File: src/rtl/mem_pkg.sv
// Shared types and default sizes for the load/store memory access unit.
package mem_pkg;

    localparam int MEM_AW_DEF = 11;
    localparam int DW_DEF     = 32;

    typedef enum logic [1:0] {
        IDLE    = 2'd0,
        ACCESS  = 2'd1,
        RD_WAIT = 2'd2,
        WB      = 2'd3
    } mem_state_e;

endpackage

File: src/rtl/mem_access_unit.sv
// Load/store unit between the pipeline, a synchronous-read RAM and the register file LDR port.
// Optional MEM_RANGE_CHECK_EN rejects requests whose address does not fit the RAM word address.
module mem_access_unit
    import mem_pkg::*;
#(
    parameter int MEM_AW = MEM_AW_DEF,
    parameter int DW     = DW_DEF
) (
    input  logic              clk,
    input  logic              rst_n,
    input  logic              req_valid,
    output logic              req_ready,
    input  logic              req_is_ldr,
    input  logic [DW-1:0]     req_addr,
    input  logic [DW-1:0]     req_data,
    input  logic [3:0]        req_rd,
    output logic [MEM_AW-1:0] mem_addr,
    output logic [DW-1:0]     mem_wdata,
    output logic              mem_wren,
    input  logic [DW-1:0]     mem_rdata,
    output logic [DW-1:0]     w_data_ldr,
    output logic [3:0]        w_addr_ldr,
    output logic              w_en_ldr,
    output logic              pend_valid,
    output logic [3:0]        pend_rd,
    output logic              fault
);

    mem_state_e        state_r, state_nx;
    logic              is_ldr_r, is_ldr_nx;
    logic              err_r, err_nx;
    logic [3:0]        rd_r, rd_nx;
    logic              range_err_s;

    logic              ready_r, ready_nx;
    logic [MEM_AW-1:0] mem_addr_r, mem_addr_nx;
    logic [DW-1:0]     mem_wdata_r, mem_wdata_nx;
    logic              mem_wren_r, mem_wren_nx;
    logic [DW-1:0]     w_data_r, w_data_nx;
    logic [3:0]        w_addr_r, w_addr_nx;
    logic              w_en_r, w_en_nx;
    logic              pend_valid_r, pend_valid_nx;
    logic [3:0]        pend_rd_r, pend_rd_nx;
    logic              fault_r, fault_nx;

`ifdef MEM_RANGE_CHECK_EN
    assign range_err_s = |req_addr[DW-1:MEM_AW];
`else
    logic unused_addr_s;
    assign unused_addr_s = ^req_addr[DW-1:MEM_AW];
    assign range_err_s   = 1'b0;
`endif

    // Next state plus the next value of every output register (outputs are all flops).
    always_comb begin
        state_nx      = state_r;
        is_ldr_nx     = is_ldr_r;
        err_nx        = err_r;
        rd_nx         = rd_r;
        ready_nx      = 1'b0;
        mem_addr_nx   = {MEM_AW{1'b0}};
        mem_wdata_nx  = {DW{1'b0}};
        mem_wren_nx   = 1'b0;
        w_data_nx     = {DW{1'b0}};
        w_addr_nx     = 4'd0;
        w_en_nx       = 1'b0;
        pend_valid_nx = 1'b0;
        pend_rd_nx    = 4'd0;
        fault_nx      = 1'b0;
        case (state_r)
            IDLE: begin
                if (req_valid && ready_r) begin
                    state_nx  = ACCESS;
                    is_ldr_nx = req_is_ldr;
                    err_nx    = range_err_s;
                    rd_nx     = req_rd;
                    fault_nx  = range_err_s;
                    if (!range_err_s) begin
                        mem_addr_nx   = req_addr[MEM_AW-1:0];
                        mem_wren_nx   = !req_is_ldr;
                        mem_wdata_nx  = req_is_ldr ? {DW{1'b0}} : req_data;
                        pend_valid_nx = req_is_ldr;
                        pend_rd_nx    = req_is_ldr ? req_rd : 4'd0;
                    end else begin
                        mem_addr_nx   = {MEM_AW{1'b0}};
                    end
                end else begin
                    ready_nx = 1'b1;
                end
            end
            ACCESS: begin
                if (is_ldr_r && !err_r) begin
                    state_nx      = RD_WAIT;
                    pend_valid_nx = 1'b1;
                    pend_rd_nx    = rd_r;
                end else begin
                    state_nx = IDLE;
                    ready_nx = 1'b1;
                end
            end
            RD_WAIT: begin
                // RAM data for the ACCESS-cycle address is valid now.
                state_nx      = WB;
                w_en_nx       = 1'b1;
                w_addr_nx     = rd_r;
                w_data_nx     = mem_rdata;
                pend_valid_nx = 1'b1;
                pend_rd_nx    = rd_r;
            end
            WB: begin
                state_nx = IDLE;
                ready_nx = 1'b1;
            end
            default: begin
                state_nx = IDLE;
                ready_nx = 1'b1;
            end
        endcase
    end

    // State, request and output registers; reset aborts any operation in flight.
    always_ff @(posedge clk or negedge rst_n) begin
        if (!rst_n) begin
            state_r      <= IDLE;
            is_ldr_r     <= 1'b0;
            err_r        <= 1'b0;
            rd_r         <= 4'd0;
            ready_r      <= 1'b1;
            mem_addr_r   <= {MEM_AW{1'b0}};
            mem_wdata_r  <= {DW{1'b0}};
            mem_wren_r   <= 1'b0;
            w_data_r     <= {DW{1'b0}};
            w_addr_r     <= 4'd0;
            w_en_r       <= 1'b0;
            pend_valid_r <= 1'b0;
            pend_rd_r    <= 4'd0;
            fault_r      <= 1'b0;
        end else begin
            state_r      <= state_nx;
            is_ldr_r     <= is_ldr_nx;
            err_r        <= err_nx;
            rd_r         <= rd_nx;
            ready_r      <= ready_nx;
            mem_addr_r   <= mem_addr_nx;
            mem_wdata_r  <= mem_wdata_nx;
            mem_wren_r   <= mem_wren_nx;
            w_data_r     <= w_data_nx;
            w_addr_r     <= w_addr_nx;
            w_en_r       <= w_en_nx;
            pend_valid_r <= pend_valid_nx;
            pend_rd_r    <= pend_rd_nx;
            fault_r      <= fault_nx;
        end
    end

    // Ready is held low while reset is asserted even though the state is already IDLE.
    assign req_ready  = ready_r & rst_n;
    assign mem_addr   = mem_addr_r;
    assign mem_wdata  = mem_wdata_r;
    assign mem_wren   = mem_wren_r;
    assign w_data_ldr = w_data_r;
    assign w_addr_ldr = w_addr_r;
    assign w_en_ldr   = w_en_r;
    assign pend_valid = pend_valid_r;
    assign pend_rd    = pend_rd_r;
    assign fault      = fault_r;

endmodule

File: config.mk
export PLATFORM = sky130hd
export DESIGN_NAME = mem_access_unit
export DESIGN_NICKNAME = d
export VERILOG_FILES = /design/src/rtl/mem_pkg.sv /design/src/rtl/mem_access_unit.sv
export SDC_FILE = /design/constraint.sdc
export NUM_CORES = 1
export LEC_CHECK = 0
export CORE_ASPECT_RATIO = 1.5
export CORE_MARGIN = 2
export CORE_UTILIZATION = 30
export CTS_CLUSTER_SIZE = 28
export DETAILED_ROUTE_END_ITERATION = 8
export PLACE_DENSITY = 0.68
export SLEW_MARGIN = 0
export SYNTH_ARGS = -nofsm -noshare
export SYNTH_HDL_FRONTEND = slang
export SYNTH_SLANG_ARGS = --single-unit
File: constraint.sdc
create_clock -name clk -period 2.05 [get_ports clk]
set_input_delay 0.3075 -clock clk [delete_from_list [all_inputs] [get_ports clk]]
set_output_delay 0.3075 -clock clk [all_outputs]
set_load 0.02 [all_outputs]
==> tab_implementation.tex, run 1 <==
\begin{tabular}{lr}
\hline
Metric & Value \\
\hline
\multicolumn{2}{l}{\textbf{GRT}} \\
GRT Overall Usage & 12.7\% \\
Pin count of the biggest net entering global routing & 54 \\
Initial antenna violation count & 0 \\
Congestion Overflow GR & 0 \\
Global-route layer with the greatest usage & met2 \\
Met2 usage & 21.8\% \\
Global-route wire length before repair & 10.7 mm \\
Global-route track usage on met1 & 14.2\% \\
Via count of the first global-routing pass & 2148 \\
GRT met3 Usage & 4.64\% \\
\multicolumn{2}{l}{\textbf{Detailed routing}} \\
Number of DRC markers after the initial detailed-route iteration & 59 \\
Number of antenna-violating nets in the routed design & 0 \\
Total routed wirelength & 6.88 mm \\
Via/cell ratio & 4.18 \\
Via count & 2094 \\
Routed wire length per instance & 13.7 µm \\
Number of iterations in the first detailed-routing pass & 3 \\
DRC viols & 0 \\
\multicolumn{2}{l}{\textbf{Floorplan}} \\
Num ports & 192 \\
Starting density of the core & 30.6\% \\
Area of the core & 10000 µm² \\
Die span in y & 128 µm \\
Total die area & 11100 µm² \\
Number of placement rows & 45 \\
Chip Width & 86.5 µm \\
\multicolumn{2}{l}{\textbf{Outcome}} \\
Result of the run & finished, final reports clean \\
\multicolumn{2}{l}{\textbf{Timing}} \\
Actual transition at the worst max-transition pin & 0.632 ns \\
Minimum clock period after layout & 1.91 ns \\
Relative max-transition margin & 57.9\% \\
Worst hold slack after final layout & 0.0570 ns \\
Setup repair after global routing missed its margin & false \\
Period utilization & 93.2\% \\
Setup\_tns & 0 ns \\
Number of failing hold endpoints at the final stage & 0 \\
Post-route clock skew & 0.00360 ns \\
Count of final setup violators & 0 \\
Final Max Tran Viols & 0 \\
Fmax achieved & 524 MHz \\
\multicolumn{2}{l}{\textbf{Synthesis}} \\
Count of different cell masters after synthesis & 17 \\
Number of instances in the synthesized netlist & 206 \\
Yosys Warn Count & 0 \\
Post-synthesis area per instance & 14.9 µm² \\
Post-Synth XOR/XNOR Area & 0\% \\
Largest family of logic cells by synthesized area & simple AND/OR/NAND/NOR gates \\
Combined area of all synthesized cells & 3070 µm² \\
Share of the synthesized area in compound gates (AO/OA/AOI/OAI) & 1.55\% \\
Syn nets & 310 \\
Seq/Total Area, Yosys & 76.8\% \\
Post-synthesis share of cell area spent on and, or, nand and nor gates & 18.3\% \\
Synthesized-area fraction occupied by adder cells & 0\% \\
Multiplexer fraction of the synthesized cell area & 1.47\% \\
Count of state elements after synthesis & 94 \\
\multicolumn{2}{l}{\textbf{Setup path}} \\
Startpoint of the most critical register-to-register path & ready\_r \\
Data required time at the worst endpoint & 1.74 ns \\
Kind of end point of the critical path & output pin \\
Worst setup path startpoint & ready\_r \\
Type of element launching the critical path & register \\
Maximum net fanout on the critical path & 3 \\
Data arrival time of the critical path & 1.60 ns \\
CP Class & register to output pin \\
\multicolumn{2}{l}{\textbf{Final layout}} \\
Number of nets at the end of the flow & 485 \\
Number of cells in the finished layout apart from fillers & 501 \\
Commonest non-fill, non-tap cell in the layout & sky130\_fd\_sc\_hd\_\_clkdlybuf4s50\_1 \\
Proportion of layout cells with a drive suffix above 1 & 7.03\% \\
Antenna diode count & 0 \\
Synthesis-to-layout area growth & 68.6\% \\
Combined flip-flop and latch cell area & 2350 µm² \\
Area of all placed cells without fillers & 5170 µm² \\
Highest-count cells in the layout ignoring fill and taps & sky130\_fd\_sc\_hd\_\_clkdlybuf4s50\_1 (168), sky130\_fd\_sc\_hd\_\_dfrtp\_1 (93), sky130\_fd\_sc\_hd\_\_and2\_1 (81) \\
Filler Cell Count & 895 \\
Area of combinational cells with multiple inputs & 666 µm² \\
\multicolumn{2}{l}{\textbf{Clock network}} \\
Buffer cell driving the clock tree root & sky130\_fd\_sc\_hd\_\_clkbuf\_16 \\
CTS tree & yes \\
Count of instances resized after the clock tree is built & 0 \\
Sink Count & 94 \\
TritonCTS buffer count & 9 \\
CTS Hold Bufs & 0 \\
Postcts setup bufs & 0 \\
Maximum number of buffers from clock root to sink & 2 \\
Total number of H-tree levels & 3 \\
CTS clk-pin slew, worst paths & 0.06 ns \\
Clock insertion delay at the later pin of the skew report & 0.33 ns \\
\multicolumn{2}{l}{\textbf{Power and ir drop}} \\
Total power & 5.67 mW \\
Pleak & 2.35 nW \\
PD cells & 1100 nW/µm² \\
Worst VDD drop & 0.459 mV \\
\multicolumn{2}{l}{\textbf{Placement}} \\
Number of instances in the placed design & 487 \\
Cell area after placement & 4890 µm² \\
Sum of net half-perimeters after detailed placement & 5.16 mm \\
Routability congestion estimate from global placement & 0.722 \\
Count of input and output buffers & 169 \\
\multicolumn{2}{l}{\textbf{Run}} \\
Max-cap check violation count & 0 \\
\multicolumn{2}{l}{\textbf{Min path}} \\
Min-Delay Path Class & primary input to asynchronous set/reset pin \\
\hline
\end{tabular}
-- path summary, 6_finish.rpt --
check / end / slack, ns / cells after the start
worst max-delay path: req_ready / 0.14 / 2
worst min-delay path: w_data_ldr[10] / 0.06 / 2
worst max register to register: mem_wdata[12] / 0.41 / 3
worst min register to register: w_addr_ldr[1] / 0.50 / 1
max in group asynchronous: mem_addr[6] / 0.97 / 3
min in group clk: w_addr_ldr[1] / 0.50 / 1
-- final cells by class --
type                            instances  share of cell area (%)
Sequential cell                        94                    45.5
Clock buffer                           13                    5.23
Timing Repair Buffer                  174                    33.4
Multi-Input combinational cell        102                    12.9
Clock inverter                          1                  0.0969
Tap cell                              117                    2.83
-- where the power goes --
part           internal (mW)  switching (mW)
combinational          0.924           0.838
clock                  0.906           0.619
sequential              2.24           0.140
total                   4.07            1.60
-- cells by family after synthesis --
kind of cell | count (synthesis)
AOI/OAI and AO/OA | 6
buffers and inverters | 10
DFF | 94
muxes | 4
other | 1
and+or+nand+nor | 91
-- synthesized netlist by cell type (all sizes together) --
| cell type | number | area (µm²) |
|---|---|---|
| dfrtp | 93 | 2330 |
| and2 | 81 | 507 |
| buf | 6 | 40.0 |
| nor2 | 5 | 18.8 |
| a22o | 4 | 35.0 |
| clkbuf | 4 | 15.0 |
| mux2 | 4 | 45.0 |
| a21oi | 1 | 5.00 |
| and2b | 1 | 8.76 |
| conb | 1 | 3.75 |
| dfstp | 1 | 26.3 |
| nand2 | 1 | 3.75 |
| nor2b | 1 | 6.26 |
| nor4bb | 1 | 10.0 |
| o21bai | 1 | 7.51 |
| or2 | 1 | 6.26 |
-- worst max-delay path, cell delays in order, from the launching register on --
cell                              delay (ns)
sky130_fd_sc_hd__dfstp_2                0.56
sky130_fd_sc_hd__and2_1                 0.12
sky130_fd_sc_hd__clkdlybuf4s50_1        0.59
-- registers in the layout, indices dropped and copies added (netlist names), named ones only --
name / count
pend_valid: 1
mem_addr: 11
is_ldr_r: 1
mem_wdata: 32
mem_wren: 1
w_addr_ldr: 4
w_en_ldr: 1
ready_r: 1
rd_r: 4
pend_rd: 4
w_data_ldr: 32
state_r: 1
-- per-layer routing --
layer  vias up  part of all wire (%)
met5         -                     0
met1      1005                    36
met2       102                    53
met4         0                   1.8
li1        979                     -
met3         8                   9.2
-- metrics by stage --
step                      utilization [%]  setup slack, ns
after detailed placement             48.8            0.212
final                                51.6            0.140
after CTS                            51.6            0.122
after floorplan                         -            0.608
after global placement               48.8            0.264
after global routing                 51.6           0.0846
(Power assumes the default switching activity.)
==> inputs of run 2 (changes only) <==
Settings changed: CTS_BUF_LIST from default to sky130_fd_sc_hd__clkbuf_16.
==> run 2 against run 1 <==
Effect of this change:
- highest routed layer unchanged
- die area unchanged
- setup slack improved by 0.0040 ns
- critical path depth unchanged
- final cell count unchanged
==> tab_implementation.tex, run 2 (synthesis gave the netlist of run 1 again) <==
\begin{tabular}{lr}
\hline
Metric & Value \\
\hline
\multicolumn{2}{l}{\textbf{Timing}} \\
Final Max Tran Viols & 0 (unchanged) \\
Fmax achieved & 525 MHz (+0.21\%) \\
Minimum clock period after layout & 1.91 ns (-0.00401 ns) \\
Setup repair after global routing missed its margin & false \\
Relative max-transition margin & 57.3\% (-0.62 points) \\
Setup\_tns & 0 ns (unchanged) \\
Period utilization & 93.0\% (-0.20 points) \\
Actual transition at the worst max-transition pin & 0.641 ns (+0.00924 ns) \\
Number of failing hold endpoints at the final stage & 0 (unchanged) \\
Final worst-path setup slack & 0.144 ns (+0.00401 ns) \\
Post-route clock skew & 0.00329 ns (-0.000305 ns) \\
Count of final setup violators & 0 (unchanged) \\
\multicolumn{2}{l}{\textbf{Setup path}} \\
CP Class & register to output pin \\
Cells along the critical path & and2\_1 > clkdlybuf4s50\_1 \\
Data required time at the worst endpoint & 1.74 ns (about the same) \\
Kind of end point of the critical path & output pin \\
Startpoint of the most critical register-to-register path & ready\_r \\
Cell at the slowest stage of the critical path & sky130\_fd\_sc\_hd\_\_clkdlybuf4s50\_1 \\
Worst-case reg-to-reg path depth & 3 (unchanged) \\
Largest stage delay on the critical path & 0.59 ns (about the same) \\
Type of element launching the critical path & register \\
FF-to-FF setup slack & 0.42 ns (about the same) \\
Capture instance of the worst register-to-register path & mem\_wdata[12] \\
Worst setup path startpoint & ready\_r \\
Data arrival time of the critical path & 1.60 ns (about the same) \\
Maximum net fanout on the critical path & 3 (unchanged) \\
\multicolumn{2}{l}{\textbf{Clock network}} \\
Postcts setup bufs & 0 (unchanged) \\
Maximum number of buffers from clock root to sink & 2 (unchanged) \\
CTS clk-pin slew, worst paths & 0.06 ns (about the same) \\
Count of instances resized after the clock tree is built & 0 (unchanged) \\
Clock insertion delay at the later pin of the skew report & 0.33 ns (about the same) \\
TritonCTS buffer count & 9 (unchanged) \\
Total number of H-tree levels & 3 (unchanged) \\
CTS tree & yes \\
Buffer cell driving the clock tree root & sky130\_fd\_sc\_hd\_\_clkbuf\_16 \\
CTS Hold Bufs & 0 (unchanged) \\
Sink Count & 94 (unchanged) \\
\multicolumn{2}{l}{\textbf{Floorplan}} \\
Total die area & 11100 µm² (unchanged) \\
Die span in y & 128 µm (unchanged) \\
Chip Width & 86.5 µm (unchanged) \\
Starting density of the core & 30.6\% (unchanged) \\
Num ports & 192 (unchanged) \\
Number of placement rows & 45 (unchanged) \\
Area of the core & 10000 µm² (unchanged) \\
\multicolumn{2}{l}{\textbf{Min path}} \\
Min-Delay Path Class & primary input to asynchronous set/reset pin \\
\multicolumn{2}{l}{\textbf{Final layout}} \\
Antenna diode count & 0 (unchanged) \\
Synthesis-to-layout area growth & 67.6\% \\
Highest-count cells in the layout ignoring fill and taps & sky130\_fd\_sc\_hd\_\_clkdlybuf4s50\_1 (168), sky130\_fd\_sc\_hd\_\_dfrtp\_1 (93), sky130\_fd\_sc\_hd\_\_and2\_1 (81) \\
Combined flip-flop and latch cell area & 2350 µm² (unchanged) \\
Area of combinational cells with multiple inputs & 666 µm² (unchanged) \\
Number of nets at the end of the flow & 485 (unchanged) \\
Proportion of layout cells with a drive suffix above 1 & 6.25\% (-0.78 points) \\
Commonest non-fill, non-tap cell in the layout & sky130\_fd\_sc\_hd\_\_clkdlybuf4s50\_1 \\
Filler Cell Count & 894 (-0.11\%) \\
\multicolumn{2}{l}{\textbf{GRT}} \\
Congestion Overflow GR & 0 (unchanged) \\
Global-route wire length before repair & 10.7 mm (unchanged) \\
GRT Overall Usage & 12.7\% (-0.030 points) \\
Pin count of the biggest net entering global routing & 54 (unchanged) \\
Via count of the first global-routing pass & 2150 (+0.093\%) \\
Initial antenna violation count & 0 (unchanged) \\
\multicolumn{2}{l}{\textbf{Detailed routing}} \\
Routed wire length per instance & 13.7 µm (-0.28\%) \\
DRC viols & 0 (unchanged) \\
Total routed wirelength & 6.86 mm (-0.28\%) \\
Number of antenna-violating nets in the routed design & 0 (unchanged) \\
Number of DRC markers after the initial detailed-route iteration & 55 (-6.8\%) \\
Number of iterations in the first detailed-routing pass & 4 (+1) \\
Via/cell ratio & 4.17 (-0.29\%) \\
Via count & 2088 (-0.29\%) \\
\multicolumn{2}{l}{\textbf{Placement}} \\
DP Worst Slack & 0.212 ns (unchanged) \\
Routability congestion estimate from global placement & 0.722 (unchanged) \\
Count of input and output buffers & 169 (unchanged) \\
Sum of net half-perimeters after detailed placement & 5.16 mm (unchanged) \\
\multicolumn{2}{l}{\textbf{Power and ir drop}} \\
Pleak & 2.34 nW (-0.54\%) \\
Worst VDD drop & 0.432 mV (-5.8\%) \\
PD cells & 1080 nW/µm² (-1.7\%) \\
\multicolumn{2}{l}{\textbf{Run}} \\
Max-cap check violation count & 0 (unchanged) \\
\multicolumn{2}{l}{\textbf{Outcome}} \\
Result of the run & finished, final reports clean \\
\hline
\end{tabular}
run 2: cell count changes in the layout (fill, tap and decap cells not counted):
cell,delta
sky130_fd_sc_hd__inv_1,+1
sky130_fd_sc_hd__clkbuf_8,-3
sky130_fd_sc_hd__clkbuf_1,-1
sky130_fd_sc_hd__clkinv_1,+3
run 2: how the worst max path moves through the flow:
stage                                to  slack (ns)  cells after the start
final                         req_ready        0.14                      2
after floorplan           mem_wdata[23]        0.61                      5
after global routing          req_ready        0.08                      2
after detailed placement  mem_wdata[21]        0.21                      4
after global placement     mem_wdata[0]        0.26                      4
after CTS                     req_ready        0.12                      2
run 2: final cells by class:
| class | instances | share of cell area (%) |
|---|---|---|
| repair buffers | 174 | 33.6 |
| multi-input cells | 102 | 13.0 |
| flip-flops and latches | 94 | 45.8 |
| clock buffers | 9 | 4.38 |
| well taps | 117 | 2.85 |
| clock inverters | 5 | 0.390 |
run 2: power by group:
| part | internal, mW | switching [mW] |
|---|---|---|
| Clock | 0.788 | 0.609 |
| Combinational | 0.924 | 0.837 |
| Sequential | 2.24 | 0.139 |
| Total | 3.95 | 1.58 |
run 2: metrics by stage:
stage | util [%] | power (mW) | hold slack (ns) | instance area, µm² | std cells
floorplan | - | 3.25 | 0.0119 | 3070 | 206
global placement | 48.8 | 4.18 | 0.417 | 4890 | 487
detailed placement | 48.8 | 4.21 | 0.427 | 4890 | 487
CTS | 51.3 | 5.65 | 0.0649 | 5140 | 501
global route | 51.3 | 5.87 | 0.104 | 5140 | 501
finish | 51.3 | 5.54 | 0.0575 | 5140 | 501
run 2: routing by layer:
layer	GRT usage [%]	vias up	part of all wire (%)	routed length (µm)
li1	-	980	-	-
met1	14.3	998	37	2530
met2	21.6	102	52	3580
met3	4.64	8	9.3	636
met4	5.15	0	1.7	119
met5	0	-	0	0
run 2: worst max-delay path: cells and delay by family (launching register included):
kind                   cells  cell delay [ns]
buffers and inverters      1             0.59
DFF                        1             0.56
and+or+nand+nor            1             0.12
==> inputs of run 3 (changes only) <==
Settings changed: TNS_END_PERCENT from default to 20.
==> results of run 3 <==
No change in the layout: final DEF, timing and power equal those of run 2.
